--- src/rtl/dmux16_router.sv ---
// dmux16_router: registered 1-to-2 word demux with per-channel holding slots and accept counters
module dmux16_router #(
  parameter int WIDTH     = 16,
  parameter int CNT_WIDTH = 8
) (
  input  logic                 clk,
  input  logic                 reset,
  input  logic [WIDTH-1:0]     in,
  input  logic                 sel,
  input  logic                 in_valid,
  output logic                 in_ready,
  output logic [WIDTH-1:0]     a_out,
  output logic                 a_valid,
  input  logic                 a_ready,
  output logic [WIDTH-1:0]     b_out,
  output logic                 b_valid,
  input  logic                 b_ready,
  output logic [CNT_WIDTH-1:0] a_count,
  output logic [CNT_WIDTH-1:0] b_count
);
  logic [WIDTH-1:0]     a_q, a_d, b_q, b_d;
  logic                 av_q, av_d, bv_q, bv_d;
  logic [CNT_WIDTH-1:0] ac_q, ac_d, bc_q, bc_d;
  logic                 acc_a, acc_b;
  // a slot is free when empty or draining this cycle; the accept loads only the selected slot
  always_comb begin
    in_ready = sel ? (!bv_q || b_ready) : (!av_q || a_ready);
    acc_a    = in_valid && in_ready && !sel;
    acc_b    = in_valid && in_ready && sel;
    a_d      = acc_a ? in : a_q;
    b_d      = acc_b ? in : b_q;
    av_d     = acc_a || (av_q && !a_ready);
    bv_d     = acc_b || (bv_q && !b_ready);
    ac_d     = ac_q + CNT_WIDTH'(acc_a);
    bc_d     = bc_q + CNT_WIDTH'(acc_b);
  end
  // slot, valid and counter registers; reset discards any held words
  always_ff @(posedge clk or posedge reset) begin
    if (reset) begin
      a_q  <= '0;
      b_q  <= '0;
      av_q <= 1'b0;
      bv_q <= 1'b0;
      ac_q <= '0;
      bc_q <= '0;
    end else begin
      a_q  <= a_d;
      b_q  <= b_d;
      av_q <= av_d;
      bv_q <= bv_d;
      ac_q <= ac_d;
      bc_q <= bc_d;
    end
  end
  assign a_out   = a_q;
  assign b_out   = b_q;
  assign a_valid = av_q;
  assign b_valid = bv_q;
  assign a_count = ac_q;
  assign b_count = bc_q;
endmodule

--- config.mk ---
export PLATFORM = sky130hd
export DESIGN_NAME = dmux16_router
export DESIGN_NICKNAME = d
export VERILOG_FILES = /design/src/rtl/dmux16_router.sv
export SDC_FILE = /design/constraint.sdc
export NUM_CORES = 1
export LEC_CHECK = 0
export ABC_AREA = 1
export CORE_MARGIN = 2
export CORE_UTILIZATION = 49
export DETAILED_ROUTE_END_ITERATION = 8
export PLACE_DENSITY = 0.87
export SYNTH_ARGS = -nofsm -noshare
export SYNTH_HDL_FRONTEND = slang
export SYNTH_SLANG_ARGS = --single-unit
--- constraint.sdc ---
create_clock -name clk -period 4.72 [get_ports clk]
set_input_delay 0.472 -clock clk [delete_from_list [all_inputs] [get_ports clk]]
set_output_delay 0.472 -clock clk [all_outputs]
set_load 0.01 [all_outputs]
==> qor.txt, run 1 <==
Synth area leaders -> dfrtp_1 57%, nand2_1 16%, nand4_1 9.2%
combinational power share -> 31.8%
most frequent cells in the layout -> 95 x nand2_1, 72 x clkdlybuf4s50_1, 50 x dfrtp_1
Reg area -> 1251 um2
vias in the first global route -> 1737
max_cap viols -> 0
HP Class -> reg2reg
Hold Crit Depth -> 2
crit path cell chain -> clkdlybuf4s50_1 -> inv_8 -> nand2_1 -> nand2_1 -> clkdlybuf4s50_1
Hold Crit Start -> b_out[5]$_DFFE_PP0P_
Hold EP -> b_out[5]$_DFFE_PP0P_
Post-CTS Setup Bufs -> 0
R2R setup slack -> 2.84 ns
Final Skew -> 0.002827 ns
Net Sw Power -> 400.3 uW
worst endpoint required time -> 4.25 ns
Vias -> 1886
router iterations before antenna repair -> 4
die height -> 70.75 um
Post-Route Setup TNS -> 0 ns
CTS max path bufs -> 2
endpoint type of the worst setup path -> primary output
Avg Cell Area, Syn -> 9.371 um2
Crit Reg-Reg Endpoint -> b_count[6]$_DFF_PP0_
Arrival @ worst endpoint -> 2.31 ns
grt met1 use -> 29.34%
Synthesized Nets -> 259
outcome -> complete, no violations
Design Power -> 1.264 mW
CTS root buf -> clkbuf_8
Synth area leader -> dfrtp_1
nets -> 328
Final Util -> 69.13%
Max Slew Vio Count -> 0
num rows -> 24
P_leak -> 1.461 nW
Gate Count Post-Synth -> 233
Final ANT Viol Nets -> 0
multi-input logic area -> 789.5 um2
internal power -> 863.5 uW
Crit Path Category -> in2out
met2 Use GR -> 32.19%
synthesized cell area -> 2183 um2
crit-path max FO -> 19
I/O pin count -> 73
final hold vios -> 0
die area -> 5006 um2
first-pass GRT wire length -> 8355 um
share of the synthesized area in the top cell type -> 57.31%
GRT Total Usage -> 21.40%
RR Startpoint -> b_valid$_DFF_PP0_
synth unique cells -> 17
YS warnings -> 0
drt initial violations -> 113
most common cell after layout, fill and taps aside -> nand2_1
Clock power frac -> 20.5%
CTS Sinks -> 50
initial antenna violation count -> 0
final setup violation count -> 0
Max VDD drop -> 0.1866 mV
Skew-Pair Late Insertion Delay -> 0.31 ns
Starting Density -> 50.49%
Avg WL per Cell -> 14.35 um
Core Area -> 4324 um2
Top Usage Layer GRT -> met2
Resize count post-CTS -> 0
P&R area growth vs syn -> 36.91%
R2R depth -> 8
CTS hold repair buffers -> 0
sequential power share -> 47.7%
startpoint types -> primary input
RSZ-0062 raised after global routing -> no
measured slew at the worst slew-check pin -> 1.031 ns
Seq/Total Area, Yosys -> 57.31%
Via density -> 5.313
period utilization -> 58.92%
Slew headroom -> 31.26%
DRC Markers -> 0
Tmin final -> 2.781 ns
largest net degree at the start of global routing -> 51
TritonCTS clock tree -> built
Reg clk slew, reported paths -> 0.09 ns
global route overflow -> 0
highest clock rate -> 0.3596 GHz
H-Tree Depth -> 2
power density cells -> 422.8 nW/um2
CP max stage delay -> 0.83 ns
share of cells above drive strength 1 -> 4.620%
filler cell count -> 350
met3 usage in global routing -> 5.413%
diodes inserted -> 0
Sw Ratio -> 31.68%
Die X -> 70.75 um
CTS Buf Count -> 5
Post-DP HPWL -> 3714 um
Port Buffers -> 72
drt total wl -> 5095 um
CP max stage cell -> clkdlybuf4s50_1
post-synthesis sequential element count -> 50
Final Wtd Congestion -> 0.8075
[registers in the layout, summed over array words and instances, names as in the netlist]
signal and count:
a_count 8, a_out 16, a_valid 1, b_count 8
b_out 16, b_valid 1
[worst max path at each step]
stage | from | to | slack [ns] | depth (start not counted)
3_3_place_gp | sel | b_count[6]$_DFF_PP0_ | 1.94 | 8
3_5_place_dp | sel | b_count[6]$_DFF_PP0_ | 1.90 | 8
6_report | sel | in_ready | 1.94 | 5
5_1_grt | sel | in_ready | 1.85 | 5
2_1_floorplan | b_ready | b_count[6]$_DFF_PP0_ | 2.99 | 10
4_1_cts | sel | in_ready | 1.94 | 5
[metrics by stage]
stage	instance area [um2]	hold slack, ns	instances	worst slack, ns
6_report	2989	0.4805	355	1.939
5_1_grt	2989	0.5036	355	1.848
4_1_cts	2989	0.4862	355	1.939
3_5_place_dp	2898	0.4657	347	1.897
3_3_place_gp	2898	0.4545	347	1.938
2_1_floorplan	2183	0.5057	233	2.986
[power by group through the flow]
stage	Sequential [mW]	Combinational (mW)	Clock, mW
floorplan	0.642	0.125	0
global placement	0.607	0.393	0
detailed placement	0.610	0.406	0
CTS	0.602	0.407	0.260
global route	0.615	0.436	0.280
finish	0.602	0.402	0.260
[metal layers]
metal	part of all wire [%]	up-vias	wire length, um
met3	5.9	12	302
li1	-	896	-
met2	48	63	2436
met5	0	-	0
met4	2.5	0	125
met1	44	915	2229
[synth_stat cells]
master	count
nor2_1	8
buf_4	2
xor2_1	5
inv_1	14
ha_1	4
nand4_1	32
inv_8	1
nand2_4	2
dfrtp_1	50
xnor2_1	1
nand3_4	2
nand3b_1	1
o21ai_0	1
buf_6	3
nand3_1	6
buf_2	6
nand2_1	95
[critical path: cells and delay by family]
kind | cells | cell delay [ns]
buf+inv | 3 | 1.68
simple gates | 2 | 0.15
[layout make-up]
cell class / instances / area share, %
sequential: 50 / 41.86
multi-input combinational: 157 / 26.41
timing repair buffer: 73 / 24.36
clock buffer: 7 / 2.888
tap: 52 / 2.177
inverter: 15 / 2.135
clock inverter: 1 / 0.1674
[logic make-up after synthesis]
family	after synthesis	synth area share, %
adder cells (fa/ha/maj)	4	2.292
AO/OA/AOI/OAI	1	0.2290
XOR/XNOR	6	2.407
flip-flops	50	57.31
buffers and inverters	26	6.533
AND/OR/NAND/NOR	146	31.23
Note: power is estimated with default switching activity, not from simulation.
==> inputs of run 2 (changes only) <==
CORE_UTILIZATION = 45   (was 49)
PLACE_DENSITY = 0.81   (was 0.87)
clock period = 2.6 ns   (was 4.72 ns; I/O delays follow)
==> run 2 against run 1 <==
  * Clock skew increased by 0.0037 ns
  * Flip-flop and latch count stayed put
  * Register-to-register slack got worse by 2.1 ns
  * Wire length is 1.4% lower
  * Critical path depth unchanged
  * Critical path type unchanged
==> qor.txt, run 2 (synthesis gave the netlist of run 1 again) <==
num rows -> 25
largest net degree at the start of global routing -> 51
Die X -> 73.66 um
RSZ-0062 raised after global routing -> no
CTS max path bufs -> 2
CTS root buf -> clkbuf_8
CTS Sinks -> 50
CTS hold repair buffers -> 0
Vias -> 1811
die area -> 5425 um2
Reg area -> 1251 um2
final setup violation count -> 0
Slew headroom -> 59.33%
max_cap viols -> 0
Tmin final -> 1.977 ns
Final Skew -> 0.006552 ns
DRC Markers -> 0
drt total wl -> 5025 um
Via density -> 5.031
Design Power -> 2.361 mW
startpoint types -> primary input
Resize count post-CTS -> 0
Top Usage Layer GRT -> met2
met2 Use GR -> 30.46%
highest clock rate -> 0.5059 GHz
multi-input logic area -> 789.5 um2
P_leak -> 1.480 nW
Final Wtd Congestion -> 0.8094
share of cells above drive strength 1 -> 5.229%
nets -> 331
Starting Density -> 46.53%
final hold vios -> 0
Arrival @ worst endpoint -> 1.72 ns
met3 usage in global routing -> 4.801%
Skew-Pair Late Insertion Delay -> 0.30 ns
outcome -> complete, no violations
HP Class -> in2async
Crit Path Category -> in2out
Post-Route Setup TNS -> 0 ns
die height -> 73.66 um
Reg clk slew, reported paths -> 0.09 ns
Max VDD drop -> 0.2962 mV
diodes inserted -> 0
Core Area -> 4692 um2
endpoint type of the worst setup path -> primary output
Final ANT Viol Nets -> 0
initial antenna violation count -> 0
Post-DP HPWL -> 3737 um
grt met1 use -> 27.85%
measured slew at the worst slew-check pin -> 0.6100 ns
filler cell count -> 398
TritonCTS clock tree -> built
Avg WL per Cell -> 13.96 um
most common cell after layout, fill and taps aside -> nand2_1
vias in the first global route -> 1710
CTS Buf Count -> 5
power density cells -> 779.3 nW/um2
worst endpoint required time -> 2.34 ns
Post-CTS Setup Bufs -> 0
H-Tree Depth -> 2
crit-path max FO -> 18
P&R area growth vs syn -> 38.74%
Port Buffers -> 72
router iterations before antenna repair -> 4
most frequent cells in the layout -> 95 x nand2_1, 72 x clkdlybuf4s50_1, 50 x dfrtp_1
GRT Total Usage -> 20.12%
first-pass GRT wire length -> 8204 um
Max Slew Vio Count -> 0
period utilization -> 76.03%
I/O pin count -> 73
drt initial violations -> 149
global route overflow -> 0
[run 2: cell count changes in the layout (fill, tap and decap cells not counted)]
| cell | change |
|---|---|
| buf_4 | +3 |
| clkbuf_1 | +1 |
| clkinv_2 | -1 |
| bufinv_16 | +1 |
| clkbuf_8 | -1 |
[run 2: final timing paths]
path / from / end / slack [ns] / cells after the start
max in group asynchronous: reset / b_out[9]$_DFFE_PP0P_ / 1.75 / 3
worst min-delay path: reset / a_valid$_DFF_PP0_ / 0.43 / 3
worst min register to register: b_out[13]$_DFFE_PP0P_ / b_out[13]$_DFFE_PP0P_ / 0.48 / 2
worst max-delay path: sel / in_ready / 0.62 / 5
min in group clk: b_out[13]$_DFFE_PP0P_ / b_out[13]$_DFFE_PP0P_ / 0.48 / 2
worst max register to register: b_valid$_DFF_PP0_ / b_count[6]$_DFF_PP0_ / 0.70 / 8
[run 2: critical path, cell delays in order]
cell             delay [ns]
clkdlybuf4s50_1        0.58
inv_8                  0.19
nand2_1                0.07
nand2_1                0.07
clkdlybuf4s50_1        0.55
[run 2: layer usage]
layer / vias up / share of wire, %
met5: - / 0
li1: 901 / -
met1: 839 / 45
met4: 0 / 1.8
met2: 63 / 47
met3: 8 / 5.4
[run 2: area by class of cell]
class	instances	area share, %
inverters	15	2.107
clock buffers	7	2.520
flip-flops and latches	50	41.31
repair buffers	76	24.78
well taps	54	2.230
clock inverters	1	0.9913
multi-input cells	157	26.06
[run 2: power by group]
part | total (mW) | internal, mW | switching, mW
clock | 0.536 | 0.288 | 0.248
sequential | 1.10 | 0.947 | 0.148
combinational | 0.730 | 0.408 | 0.321
total | 2.36 | 1.64 | 0.717
[run 2: stage by stage]
stage / setup slack (ns) / cell area, um2 / util (%) / hold WS, ns / cells
finish: 0.6232 / 3029 / 64.56 / 0.4319 / 360
global route: 0.4985 / 3029 / 64.56 / 0.5030 / 360
CTS: 0.6181 / 3029 / 64.56 / 0.4527 / 360
detailed placement: 0.3798 / 2923 / 62.29 / 0.4572 / 352
global placement: 0.4593 / 2923 / 62.29 / 0.4545 / 352
floorplan: 0.9274 / 2183 / - / 0.4092 / 233
==> inputs of run 3 (changes only) <==
CORE_UTILIZATION = 41   (was 45)
PLACE_DENSITY = 0.78   (was 0.81)
clock period = 1.7 ns   (was 2.6 ns; I/O delays follow)
==> run 3 against run 2 <==
  * Non-clock buffer count rose by 8
  * Flip-flop and latch count unchanged
  * Sequential share of layout area down 0.84 points
  * Combinational power grew 58%
  * Final cell count increased by 6.4%
  * Worst hold slack lost 0.20 ns
  * Highest routed layer unchanged
  * Clock skew is 0.0018 ns higher
  * Clock-buffer cell count decreased by 2
  * Global-route usage decreased by 1.6 points
  * Power up 47%
  * Wire length increased by 3.6%
==> qor.txt, run 3 (synthesis gave the netlist of run 1 again) <==
I/O pin count -> 73
Reg clk slew, reported paths -> 0.09 ns
WP depth -> 1
internal power -> 2.367 mW
highest clock rate -> 0.6728 GHz
most common cell after layout, fill and taps aside -> nand2_1
sequential power share -> 48.2%
first-pass GRT wire length -> 8832 um
largest net degree at the start of global routing -> 51
grt met1 use -> 25.08%
period utilization -> 87.43%
worst endpoint required time -> 1.53 ns
measured slew at the worst slew-check pin -> 0.3072 ns
Clock power frac -> 18.6%
max_cap viols -> 0
P_leak -> 1.514 nW
CP max stage delay -> 0.57 ns
most frequent cells in the layout -> 95 x nand2_1, 70 x clkdlybuf4s50_1, 50 x dfrtp_1
Top Usage Layer GRT -> met2
Skew-Pair Late Insertion Delay -> 0.30 ns
Sw Ratio -> 31.66%
initial antenna violation count -> 0
GRT Total Usage -> 18.57%
# placed instances -> 376
CTS root buf -> clkbuf_8
Crit Path Category -> reg2out
endpoint type of the worst setup path -> primary output
Design Power -> 3.464 mW
Max Slew Vio Count -> 0
CTS hold repair buffers -> 0
Post-Route Setup TNS -> 0 ns
final hold vios -> 0
drt initial violations -> 89
met3 usage in global routing -> 4.941%
H-Tree Depth -> 2
router iterations before antenna repair -> 4
Final Skew -> 0.008303 ns
final setup violation count -> 0
R2R depth -> 8
crit-path max FO -> 5
CTS Sinks -> 50
met2 Use GR -> 29.91%
Via density -> 4.930
Final Wtd Congestion -> 0.7831
Arrival @ worst endpoint -> 1.32 ns
Final Util -> 60.53%
nets -> 339
Die X -> 76.98 um
DRC Markers -> 0
Final ANT Viol Nets -> 0
vias in the first global route -> 1852
die area -> 5925 um2
Post-CTS Setup Bufs -> 0
Vias -> 1888
placed instance area -> 3015 um2
global route overflow -> 0
Starting Density -> 42.75%
TritonCTS clock tree -> built
Port Buffers -> 72
Core Area -> 5107 um2
Net Sw Power -> 1.096 mW
critical path's top delay family -> buffers and inverters
diodes inserted -> 0
CTS Buf Count -> 5
Worst Path Buf+Inv -> 1
P&R area growth vs syn -> 41.60%
die height -> 76.98 um
Tmin final -> 1.486 ns
CTS max path bufs -> 2
Post-DP HPWL -> 3803 um
startpoint types -> register
outcome -> complete, no violations
Max VDD drop -> 0.5880 mV
HP Class -> in2async
Avg WL per Cell -> 13.59 um
crit path cell chain -> clkdlybuf4s50_1
drt total wl -> 5206 um
share of cells above drive strength 1 -> 7.987%
CP max stage cell -> clkdlybuf4s50_1
final non-filler cell total -> 383
power density cells -> 1120 nW/um2
Slew headroom -> 79.52%
num rows -> 26
combinational power share -> 33.1%
fin area -> 3092 um2
RSZ-0062 raised after global routing -> no
run 3: repair_timing:
item	CTS	global route
pin swaps	0	0
setup endpoints to repair	1	1
resized for setup	2	1
run 3: final cells by class:
type | instances | area, um2
clock buffers | 5 | 68.82
clock inverters | 2 | 10.01
fillers | 472 | 2016
inverters | 15 | 63.81
multi-input cells | 157 | 789.5
flip-flops and latches | 50 | 1251
well taps | 70 | 87.58
repair buffers | 84 | 820.8
run 3: path summary, 6_finish.rpt:
kind,startpoint,slack [ns],to
setup / recovery,a_count[2]$_DFF_PP0_,0.21,a_count[2]
hold / removal,reset,0.23,a_valid$_DFF_PP0_
setup reg to reg,b_valid$_DFF_PP0_,0.25,b_count[6]$_DFF_PP0_
hold reg to reg,a_out[5]$_DFFE_PP0P_,0.48,a_out[5]$_DFFE_PP0P_
max in group asynchronous,reset,1.24,b_count[4]$_DFF_PP0_
min in group clk,a_out[5]$_DFFE_PP0P_,0.48,a_out[5]$_DFFE_PP0P_
run 3: routing by layer:
layer | routed length (um) | up-vias
li1 | - | 917
met1 | 2353 | 898
met2 | 2517 | 69
met3 | 308 | 4
met4 | 26 | 0
met5 | 0 | -
run 3: through the flow:
stage	hold WS (ns)	setup slack (ns)
floorplan	0.3192	0.02741
global placement	0.4549	-0.06866
detailed placement	0.4628	-0.1101
CTS	0.2348	0.1957
global route	0.2357	0.04018
finish	0.2336	0.2137
run 3: power by group through the flow:
stage	combinational (mW)	clock [mW]	sequential [mW]
after floorplan	0.347	0	1.78
after global placement	1.13	0	1.68
after detailed placement	1.17	0	1.70
after CTS	1.17	0.677	1.68
after global routing	1.26	0.726	1.71
final	1.15	0.646	1.67
